## src/rtl/quad_encoder_pkg.sv

```systemverilog
// Shared definitions for the quadrature encoder front end.
//   quad_state_t        : debounced {A,B} phase state (S00/S10/S11/S01)
//   DIR_INC / DIR_DEC   : step_dir encoding
//   SUBSTEPS_PER_DETENT : quadrature edges making up one detent
//   SUBSTEP_W/substep_t : signed sub-step counter
//   quad_fwd/quad_rev   : neighbours of a state in the increment sequence
package quad_encoder_pkg;

  typedef enum logic [1:0] {
    S00 = 2'b00,
    S10 = 2'b10,
    S11 = 2'b11,
    S01 = 2'b01
  } quad_state_t;

  localparam logic DIR_INC = 1'b0;
  localparam logic DIR_DEC = 1'b1;

  localparam int SUBSTEPS_PER_DETENT = 4;
  localparam int SUBSTEP_W           = 3;

  typedef logic signed [SUBSTEP_W-1:0] substep_t;

  // Successor in the increment (A leads) sequence S00->S10->S11->S01->S00.
  function automatic quad_state_t quad_fwd(input quad_state_t s);
    case (s)
      S00:     return S10;
      S10:     return S11;
      S11:     return S01;
      default: return S00;
    endcase
  endfunction

  // Successor in the decrement (B leads) sequence.
  function automatic quad_state_t quad_rev(input quad_state_t s);
    case (s)
      S00:     return S01;
      S01:     return S11;
      S11:     return S10;
      default: return S00;
    endcase
  endfunction

endpackage

```

## src/rtl/quad_encoder_if.sv

```systemverilog
// Bundle of per-channel encoder inputs and decoded outputs.
//   master : drives raw phases/switch and clear, receives decoded results
//   slave  : the encoder array itself
interface quad_encoder_if #(
  parameter int CHANNELS    = 2,
  parameter int COUNT_WIDTH = 8
);

  logic [CHANNELS-1:0]             enc_phase_a;
  logic [CHANNELS-1:0]             enc_phase_b;
  logic [CHANNELS-1:0]             enc_switch;
  logic [CHANNELS-1:0]             clear;
  logic [CHANNELS*COUNT_WIDTH-1:0] position;
  logic [CHANNELS-1:0]             step_valid;
  logic [CHANNELS-1:0]             step_dir;
  logic [CHANNELS-1:0]             press;
  logic [CHANNELS-1:0]             switch_level;
  logic [CHANNELS-1:0]             quad_err;
  logic [CHANNELS-1:0]             at_limit;

  modport master (
    output enc_phase_a, enc_phase_b, enc_switch, clear,
    input  position, step_valid, step_dir, press, switch_level, quad_err, at_limit
  );

  modport slave (
    input  enc_phase_a, enc_phase_b, enc_switch, clear,
    output position, step_valid, step_dir, press, switch_level, quad_err, at_limit
  );

endinterface

```

## src/rtl/quad_encoder_channel.sv

```systemverilog
// One encoder channel: 2-FF synchroniser, tick-based debouncer, quadrature
// FSM with signed sub-step counter, and detent position counter.
// Ports:
//   clk100Mhz, reset         : clock, synchronous active-high reset
//   tick                     : shared sample enable for the debouncer
//   enc_phase_a/b, enc_switch: raw asynchronous inputs
//   clear                    : synchronous position clear
//   position                 : detent counter
//   step_valid/step_dir      : detent strobe and its direction (held)
//   press/switch_level       : switch rising-edge strobe / debounced level
//   quad_err                 : illegal two-bit transition strobe
//   at_limit                 : position at a bound (saturating build only)
module quad_encoder_channel
  import quad_encoder_pkg::*;
#(
  parameter int COUNT_WIDTH     = 8,
  parameter int DEBOUNCE_CYCLES = 4,
  parameter int SATURATE        = 0
) (
  input  logic                   clk100Mhz,
  input  logic                   reset,
  input  logic                   tick,
  input  logic                   enc_phase_a,
  input  logic                   enc_phase_b,
  input  logic                   enc_switch,
  input  logic                   clear,
  output logic [COUNT_WIDTH-1:0] position,
  output logic                   step_valid,
  output logic                   step_dir,
  output logic                   press,
  output logic                   switch_level,
  output logic                   quad_err,
  output logic                   at_limit
);

  localparam int RUN_W = (DEBOUNCE_CYCLES > 1) ? $clog2(DEBOUNCE_CYCLES) : 1;
  localparam logic [RUN_W-1:0] RUN_LAST = RUN_W'(DEBOUNCE_CYCLES - 1);
  localparam logic [COUNT_WIDTH-1:0] POS_MAX = '1;

  localparam int IDX_A  = 0;
  localparam int IDX_B  = 1;
  localparam int IDX_SW = 2;

  // One extra bit so the +/-4 reached on the final edge is representable.
  localparam int SUB_WIDE_W = SUBSTEP_W + 1;
  localparam logic signed [SUB_WIDE_W-1:0] DETENT_FWD = SUB_WIDE_W'(SUBSTEPS_PER_DETENT);
  localparam logic signed [SUB_WIDE_W-1:0] DETENT_REV = -DETENT_FWD;

  function automatic logic [COUNT_WIDTH-1:0] pos_up(input logic [COUNT_WIDTH-1:0] p);
    if ((SATURATE != 0) && (p == POS_MAX)) return p;
    return p + 1'b1;
  endfunction

  function automatic logic [COUNT_WIDTH-1:0] pos_down(input logic [COUNT_WIDTH-1:0] p);
    if ((SATURATE != 0) && (p == '0)) return p;
    return p - 1'b1;
  endfunction

  logic [2:0]       raw_bits;
  logic [2:0]       sync_p0;
  logic [2:0]       sync_p1;
  logic [2:0]       deb_p2;
  logic [RUN_W-1:0] run_cnt [3];

  assign raw_bits = {enc_switch, enc_phase_b, enc_phase_a};

  // ---- stage p0/p1: synchroniser; stage p2: debounced levels ----
  always_ff @(posedge clk100Mhz) begin
    if (reset) begin
      sync_p0 <= '0;
      sync_p1 <= '0;
      deb_p2  <= '0;
      for (int i = 0; i < 3; i++) run_cnt[i] <= '0;
    end else begin
      sync_p0 <= raw_bits;
      sync_p1 <= sync_p0;
      if (tick) begin
        for (int i = 0; i < 3; i++) begin
          if (sync_p1[i] == deb_p2[i]) begin
            run_cnt[i] <= '0;
          end else if (run_cnt[i] == RUN_LAST) begin
            deb_p2[i]  <= sync_p1[i];
            run_cnt[i] <= '0;
          end else begin
            run_cnt[i] <= run_cnt[i] + 1'b1;
          end
        end
      end
    end
  end

  quad_state_t                  state_q, state_d;
  substep_t                     sub_q, sub_d;
  logic signed [SUB_WIDE_W-1:0] sub_delta, sub_wide;
  logic                         is_fwd, is_rev, is_illegal, enter_s00;
  logic                         detent_inc, detent_dec;
  logic [COUNT_WIDTH-1:0]       pos_d;
  logic                         dir_d, at_limit_d;
  logic                         sw_prev;

  // Next state: FSM always adopts the debounced phases; the transition kind
  // decides how the sub-step counter moves.
  always_comb begin
    state_d    = quad_state_t'({deb_p2[IDX_A], deb_p2[IDX_B]});
    is_fwd     = (state_d == quad_fwd(state_q));
    is_rev     = (state_d == quad_rev(state_q));
    is_illegal = (state_d != state_q) && !is_fwd && !is_rev;
    sub_delta  = '0;
    if (is_fwd) sub_delta = SUB_WIDE_W'(1);
    if (is_rev) sub_delta = '1;
    sub_wide   = {sub_q[SUBSTEP_W-1], sub_q} + sub_delta;
    enter_s00  = (state_d == S00) && (state_d != state_q) && !is_illegal;
    detent_inc = enter_s00 && (sub_wide == DETENT_FWD);
    detent_dec = enter_s00 && (sub_wide == DETENT_REV);
    if (is_illegal || enter_s00) sub_d = '0;
    else                         sub_d = sub_wide[SUBSTEP_W-1:0];
  end

  // Outputs: clear overrides any coincident step on the counter only.
  always_comb begin
    pos_d = position;
    if (detent_inc)      pos_d = pos_up(position);
    else if (detent_dec) pos_d = pos_down(position);
    if (clear) pos_d = '0;
    dir_d = step_dir;
    if (detent_inc) dir_d = DIR_INC;
    if (detent_dec) dir_d = DIR_DEC;
    at_limit_d = (SATURATE != 0) && ((pos_d == '0) || (pos_d == POS_MAX));
  end

  // ---- stage p3: FSM state and registered strobes ----
  always_ff @(posedge clk100Mhz) begin
    if (reset) begin
      state_q    <= S00;
      sub_q      <= '0;
      position   <= '0;
      step_valid <= 1'b0;
      step_dir   <= DIR_INC;
      quad_err   <= 1'b0;
      press      <= 1'b0;
      sw_prev    <= 1'b0;
      at_limit   <= 1'b0;
    end else begin
      state_q    <= state_d;
      sub_q      <= sub_d;
      position   <= pos_d;
      step_valid <= detent_inc | detent_dec;
      step_dir   <= dir_d;
      quad_err   <= is_illegal;
      press      <= deb_p2[IDX_SW] & ~sw_prev;
      sw_prev    <= deb_p2[IDX_SW];
      at_limit   <= at_limit_d;
    end
  end

  assign switch_level = deb_p2[IDX_SW];

endmodule

```

## src/rtl/quad_encoder_array.sv

```systemverilog
// Multi-channel quadrature encoder front end. Holds the shared sample-tick
// divider and instantiates one quad_encoder_channel per encoder.
// Ports:
//   clk100Mhz : system clock
//   reset     : synchronous active-high reset
//   enc       : quad_encoder_if slave (raw inputs, clear, decoded outputs;
//               channel n position at [n*COUNT_WIDTH +: COUNT_WIDTH])
module quad_encoder_array
  import quad_encoder_pkg::*;
#(
  parameter int CHANNELS        = 2,
  parameter int COUNT_WIDTH     = 8,
  parameter int DEBOUNCE_CYCLES = 4,
  parameter int CLOCK_DIVIDER   = 1,
  parameter int SATURATE        = 0
) (
  input  logic           clk100Mhz,
  input  logic           reset,
  quad_encoder_if.slave  enc
);

  localparam int DIV_W = (CLOCK_DIVIDER > 1) ? $clog2(CLOCK_DIVIDER) : 1;
  localparam logic [DIV_W-1:0] DIV_LAST = DIV_W'(CLOCK_DIVIDER - 1);

  logic [DIV_W-1:0] div_cnt;
  logic             tick;

  // With CLOCK_DIVIDER=1 the counter stays at 0 and tick is permanently high.
  always_ff @(posedge clk100Mhz) begin
    if (reset)                 div_cnt <= '0;
    else if (div_cnt == DIV_LAST) div_cnt <= '0;
    else                       div_cnt <= div_cnt + 1'b1;
  end

  assign tick = (div_cnt == DIV_LAST);

  for (genvar g = 0; g < CHANNELS; g++) begin : g_chan
    quad_encoder_channel #(
      .COUNT_WIDTH     (COUNT_WIDTH),
      .DEBOUNCE_CYCLES (DEBOUNCE_CYCLES),
      .SATURATE        (SATURATE)
    ) u_chan (
      .clk100Mhz    (clk100Mhz),
      .reset        (reset),
      .tick         (tick),
      .enc_phase_a  (enc.enc_phase_a[g]),
      .enc_phase_b  (enc.enc_phase_b[g]),
      .enc_switch   (enc.enc_switch[g]),
      .clear        (enc.clear[g]),
      .position     (enc.position[g*COUNT_WIDTH +: COUNT_WIDTH]),
      .step_valid   (enc.step_valid[g]),
      .step_dir     (enc.step_dir[g]),
      .press        (enc.press[g]),
      .switch_level (enc.switch_level[g]),
      .quad_err     (enc.quad_err[g]),
      .at_limit     (enc.at_limit[g])
    );
  end

endmodule

```

## src/flat_wrapper.sv

```systemverilog
// flat-port wrapper written by rule: the top's interface ports become plain ports
module quad_encoder_array_flat import quad_encoder_pkg::*;
#(
  parameter int CHANNELS        = 2,
  parameter int COUNT_WIDTH     = 8,
  parameter int DEBOUNCE_CYCLES = 4,
  parameter int CLOCK_DIVIDER   = 1,
  parameter int SATURATE        = 0
)
  (clk100Mhz, reset, enc_enc_phase_a, enc_enc_phase_b, enc_enc_switch, enc_clear, enc_position, enc_step_valid, enc_step_dir, enc_press, enc_switch_level, enc_quad_err, enc_at_limit);
  quad_encoder_if #(.CHANNELS(CHANNELS), .COUNT_WIDTH(COUNT_WIDTH)) enc_i ();
  input  logic clk100Mhz;
  input  logic reset;
  input wire logic [$bits(enc_i.enc_phase_a)-1:0] enc_enc_phase_a;
  input wire logic [$bits(enc_i.enc_phase_b)-1:0] enc_enc_phase_b;
  input wire logic [$bits(enc_i.enc_switch)-1:0] enc_enc_switch;
  input wire logic [$bits(enc_i.clear)-1:0] enc_clear;
  output wire logic [$bits(enc_i.position)-1:0] enc_position;
  output wire logic [$bits(enc_i.step_valid)-1:0] enc_step_valid;
  output wire logic [$bits(enc_i.step_dir)-1:0] enc_step_dir;
  output wire logic [$bits(enc_i.press)-1:0] enc_press;
  output wire logic [$bits(enc_i.switch_level)-1:0] enc_switch_level;
  output wire logic [$bits(enc_i.quad_err)-1:0] enc_quad_err;
  output wire logic [$bits(enc_i.at_limit)-1:0] enc_at_limit;
  assign enc_i.enc_phase_a = enc_enc_phase_a;
  assign enc_i.enc_phase_b = enc_enc_phase_b;
  assign enc_i.enc_switch = enc_enc_switch;
  assign enc_i.clear = enc_clear;
  assign enc_position = enc_i.position;
  assign enc_step_valid = enc_i.step_valid;
  assign enc_step_dir = enc_i.step_dir;
  assign enc_press = enc_i.press;
  assign enc_switch_level = enc_i.switch_level;
  assign enc_quad_err = enc_i.quad_err;
  assign enc_at_limit = enc_i.at_limit;
  quad_encoder_array #(.CHANNELS(CHANNELS), .COUNT_WIDTH(COUNT_WIDTH), .DEBOUNCE_CYCLES(DEBOUNCE_CYCLES), .CLOCK_DIVIDER(CLOCK_DIVIDER), .SATURATE(SATURATE)) u_core (.clk100Mhz(clk100Mhz), .reset(reset), .enc(enc_i));
endmodule
```

## config.mk

```make
export PLATFORM = sky130hd
export DESIGN_NAME = quad_encoder_array_flat
export DESIGN_NICKNAME = d
export VERILOG_FILES = /design/src/rtl/quad_encoder_pkg.sv /design/src/rtl/quad_encoder_if.sv /design/src/rtl/quad_encoder_channel.sv /design/src/rtl/quad_encoder_array.sv /design/src/flat_wrapper.sv
export SDC_FILE = /design/constraint.sdc
export NUM_CORES = 1
export LEC_CHECK = 0
export CORE_ASPECT_RATIO = 0.9
export CORE_MARGIN = 1.5
export CORE_UTILIZATION = 40
export CTS_BUF_LIST = sky130_fd_sc_hd__clkbuf_8 sky130_fd_sc_hd__clkbuf_16
export DETAILED_ROUTE_END_ITERATION = 7
export GPL_ROUTABILITY_DRIVEN = 0
export PLACE_DENSITY = 0.68
export SETUP_SLACK_MARGIN = 0.2
export SLEW_MARGIN = 20
export SYNTH_ARGS = -nofsm -noshare
export SYNTH_HDL_FRONTEND = slang
export SYNTH_SLANG_ARGS = --single-unit
```

## constraint.sdc

```tcl
create_clock -name clk100Mhz -period 3.9 [get_ports clk100Mhz]
set_input_delay 0.78 -clock clk100Mhz [delete_from_list [all_inputs] [get_ports clk100Mhz]]
set_output_delay 0.78 -clock clk100Mhz [all_outputs]
set_load 0.02 [all_outputs]
```

==> results of run 1 <==
[worst max-delay path, stage by stage, from the launching register on]
cell	delay, ns
dfxtp_4	0.43
xor2_2	0.22
nand2_1	0.13
nand2_1	0.09
nand2_1	0.06
ha_2	0.21
nor2b_2	0.14
nand4b_1	0.12
a21oi_1	0.19
a41oi_1	0.08
nor2_2	0.16
inv_2	0.10
ha_2	0.22
or4_1	0.52
o21ai_1	0.18
xor2_1	0.10
or3_1	0.32
a21oi_1	0.14
[Yosys cell counts (all sizes together) (2+ instances only)]
cell type / number
nor3: 10
nand3: 6
xnor2: 22
nand2: 15
edfxtp: 12
buf: 23
nand2b: 7
nor2: 34
nor4: 9
o21ai: 13
a31oi: 2
or2: 3
a211oi: 2
nor2b: 31
a21o: 4
mux2i: 16
and2: 8
o22ai: 2
nor3b: 2
fa: 2
ha: 23
a21oi: 18
dfxtp: 55
xor2: 11
clkbuf: 6
or3: 4
inv: 11
a21boi: 2
mux2: 2
[kinds of logic (layout without fill, tap and decap cells)]
kind of cell	Yosys count	count (layout)	share of synthesized area, %
other	1	3	0.106
buffers and inverters	40	70	6.36
and+or+nand+nor	134	134	20.4
xor gates and xnor gates	33	33	8.17
muxes	18	18	5.27
adders and majority gates	25	25	9.26
DFF	67	67	41.3
AOI/OAI and AO/OA	51	51	9.09
[routing by layer]
layer,share of wire [%],up-vias,global-route usage (%)
met5,0,-,0
met4,2.4,0,8.22
met3,3.4,13,3.81
met2,47,39,23.3
met1,48,1184,17.5
li1,-,1303,-
[repair_timing]
item | 4_1_cts | 5_1_grt
endpoints found under the setup margin | 3 | 6
gates resized for setup | 10 | 18
pin swaps | 1 | 2
cloned | 0 | 0
buffers inserted | 1 | 1
[per-stage QoR]
| step | power [mW] | setup WS (ns) | cells |
|---|---|---|---|
| after floorplan | 0.773 | 0.429 | 371 |
| after global placement | 0.790 | 0.168 | 502 |
| after detailed placement | 0.791 | -0.0998 | 502 |
| after CTS | 1.34 | 0.244 | 519 |
| after global routing | 1.38 | 0.183 | 520 |
| final | 1.32 | 0.415 | 520 |
[power breakdown]
part	total (mW)	internal, mW	leakage, nW	switching [mW]
combinational	0.0502	0.0240	0.954	0.0262
sequential	0.722	0.714	0.585	0.00835
clock	0.547	0.267	0.0908	0.280
[layout make-up]
cell class | instances | area [µm²]
repair buffers | 43 | 410
fillers | 817 | 4380
clock buffers | 10 | 149
clock inverters | 6 | 40.0
flip-flops and latches | 67 | 1480
inverters | 11 | 41.3
multi-input cells | 264 | 1920
well taps | 119 | 149
[worst min-delay path by stage]
stage                                          startpoint                                       end  slack [ns]
3_3_place_gp   u_core.g_chan[0].u_chan.sw_prev$_SDFF_PP0_  u_core.g_chan[0].u_chan.press$_SDFF_PP0_        0.37
5_1_grt        u_core.g_chan[0].u_chan.sw_prev$_SDFF_PP0_  u_core.g_chan[0].u_chan.press$_SDFF_PP0_        0.40
6_report       u_core.g_chan[1].u_chan.sw_prev$_SDFF_PP0_  u_core.g_chan[1].u_chan.press$_SDFF_PP0_        0.38
4_1_cts        u_core.g_chan[1].u_chan.sw_prev$_SDFF_PP0_  u_core.g_chan[1].u_chan.press$_SDFF_PP0_        0.38
3_5_place_dp   u_core.g_chan[1].u_chan.sw_prev$_SDFF_PP0_  u_core.g_chan[1].u_chan.press$_SDFF_PP0_        0.37
2_1_floorplan  u_core.g_chan[0].u_chan.sw_prev$_SDFF_PP0_  u_core.g_chan[0].u_chan.press$_SDFF_PP0_        0.37
[registers in the layout, indices dropped and copies added, names as in the netlist, 4 cells and up]
register / flops
u_core.g_chan.u_chan.deb_p2: 6
u_core.g_chan.u_chan.position: 16
u_core.g_chan.u_chan.sync_p1: 6
u_core.g_chan.u_chan.sync_p0: 6
u_core.g_chan.u_chan.state_q: 4
u_core.g_chan.u_chan.run_cnt: 12
u_core.g_chan.u_chan.sub_q: 6
==> summary.txt, run 1 <==
Drt
  • Residual antenna-violating net count after detailed routing: 0
  • Via density per instance: 4.88
  • Vias after detailed routing: 2539
  • Final routed DRC violation total: 0
  • Detailed Route Iter0 Violations: 55
  • Total wire length: 6.35 mm
  • Avg WL per Cell: 12.2 µm
  • First drt pass iteration count: 6

Synth
  • Post-synthesis sequential element count: 67
  • Async set-reset flop share out of synthesis: 0%
  • Warning count from the yosys run: 0
  • EDFF count, synth: 12
  • Proportion of synthesized chip area in sequential cells: 41.3%
  • Primary FF master, synth: dfxtp_1
  • Dominant cell type by area after synthesis: dfxtp_1
  • Post-Synthesis Cell Area: 0.00354 mm²
  • Count of different cell masters after synthesis: 51
  • Avg Inst Size Synth: 9.59 µm²
  • Cell types occupying the most area after synthesis: dfxtp_1 31%, edfxtp_1 10%, ha_1 8.1%
  • Synthesized netlist cell count: 369
  • Area share of the largest cell type after synthesis: 31.1%

Flow run
  • Max capacitance violation total: 0

Timing
  • Actual transition at the worst max-transition pin: 0.617 ns
  • Fmax: 0.287 GHz
  • Endpoints failing hold: 0
  • Count of final setup violators: 0
  • Slew HR: 57.7%
  • Final cycle utilization of the critical path: 89.4%
  • RSZ-0062 raised after global routing: yes
  • Clock period minus worst slack: 3.49 ns
  • Setup tns final: 0 ns
  • Final clock skew: 0.00488 ns
  • Smallest hold slack: 0.383 ns
  • Number of pins with negative max-slew slack in the final report: 0

Global routing
  • Maximum number of pins on one net before global-route repair: 23
  • Total grt overflow: 0
  • Global Route Usage Sum: 14.5%
  • Global-route wire length before repair: 10.7 mm
  • Number of global-route vias before repair: 2473
  • Number of antenna violations at the first check in global routing: 0

Worst setup path
  • Category of the worst setup path launch point: flip-flop
  • Cell count of the worst reg-to-reg path: 17
  • End point of the critical path: u_core.g_chan[1].u_chan.position[7]$_SDFFE_PP0P_
  • Critical R2R Launch: u_core.g_chan[1].u_chan.deb_p2[1]$_SDFFE_PP0P_
  • Max Fanout on Critical Path: 9
  • Critical Path Source: u_core.g_chan[1].u_chan.deb_p2[1]$_SDFFE_PP0P_
  • Critical path data arrival time: 3.76 ns
  • Endpoint type of the worst setup path: flip-flop
  • Flop2flop setup slack: 0.41 ns
  • R2r endpoint: u_core.g_chan[1].u_chan.position[7]$_SDFFE_PP0P_
  • Required time reported for the critical path endpoint: 4.18 ns
  • Category of the most critical setup path: reg -> reg

Worst hold path
  • Worst hold path stage count: 1
  • Type of the tightest min-delay check: reg -> reg

Floorplan
  • Die span in y: 92.2 µm
  • Area of the die: 0.00942 mm²
  • Count of pins on the block boundary: 38
  • Core ar.: 0.00857 mm²
  • Number of standard-cell rows in the floorplan: 32
  • Initial Utilization: 41.3%
  • Die width: 102 µm

Finish
  • P&R area growth vs syn: 18.4%
  • Nets@finish: 431
  • # diodes: 0
  • Core utilization of the finished layout: 48.9%
  • Top library cells by usage in the layout, fill and taps aside: 47 x dfxtp_1, 35 x clkdlybuf4s50_1, 33 x nor2_1, 30 x nor2b_1, 20 x ha_1
  • Post-route cell area: 0.00419 mm²
  • Most common library cell in the layout ignoring fill and taps: dfxtp_1
  • Fraction of final layout cells with drive strength greater than 1: 13.2%

Pwr
  • Leakage: 1.63 nW
  • PD cells: 315 mW/mm²
  • Worst supply voltage drop on vdd: 0.000129 V

Clock network
  • Clock latency on the worst-skew pair: 0.34 ns
  • Clock sinks: 67
  • Maximum level of the CTS H-tree: 3
  • Clock-pin transition on the worst setup and hold timing paths: 0.08 ns
  • Cts hold-fix bufs: 0
  • Root buffer selected by CTS: clkbuf_8
  • Number of clock buffers inserted by TritonCTS: 9
  • TritonCTS clock tree: yes
  • Maximum clock path buffer count: 2

Run status
  • Run status: finished, final reports clean

Placement
  • Count of input and output buffers: 35
  • Half-perimeter wire length of the detailed placement result: 4.50 mm
  • Cell area after placement: 0.00391 mm²
No activity file was read; power rests on OpenSTA's default activity.
==> inputs of run 2 (changes only) <==
--- a/config.mk
+++ b/config.mk
@@ -5,12 +5,14 @@
 export SDC_FILE = /design/constraint.sdc
 export NUM_CORES = 1
 export LEC_CHECK = 0
+export CAP_MARGIN = 5
 export CORE_ASPECT_RATIO = 0.9
 export CORE_MARGIN = 1.5
 export CORE_UTILIZATION = 40
 export CTS_BUF_LIST = sky130_fd_sc_hd__clkbuf_8 sky130_fd_sc_hd__clkbuf_16
 export DETAILED_ROUTE_END_ITERATION = 7
 export GPL_ROUTABILITY_DRIVEN = 0
+export HOLD_SLACK_MARGIN = 0.05
 export PLACE_DENSITY = 0.68
 export SETUP_SLACK_MARGIN = 0.2
 export SLEW_MARGIN = 20
==> results of run 2 <==
The final DEF is identical to that of run 1; final timing and power are the same.
==> inputs of run 3 (changes only) <==
--- a/config.mk
+++ b/config.mk
@@ -5,7 +5,6 @@
 export SDC_FILE = /design/constraint.sdc
 export NUM_CORES = 1
 export LEC_CHECK = 0
-export CAP_MARGIN = 5
 export CORE_ASPECT_RATIO = 0.9
 export CORE_MARGIN = 1.5
 export CORE_UTILIZATION = 40
==> results of run 3 <==
The final DEF is identical to that of run 1; final timing and power are the same.
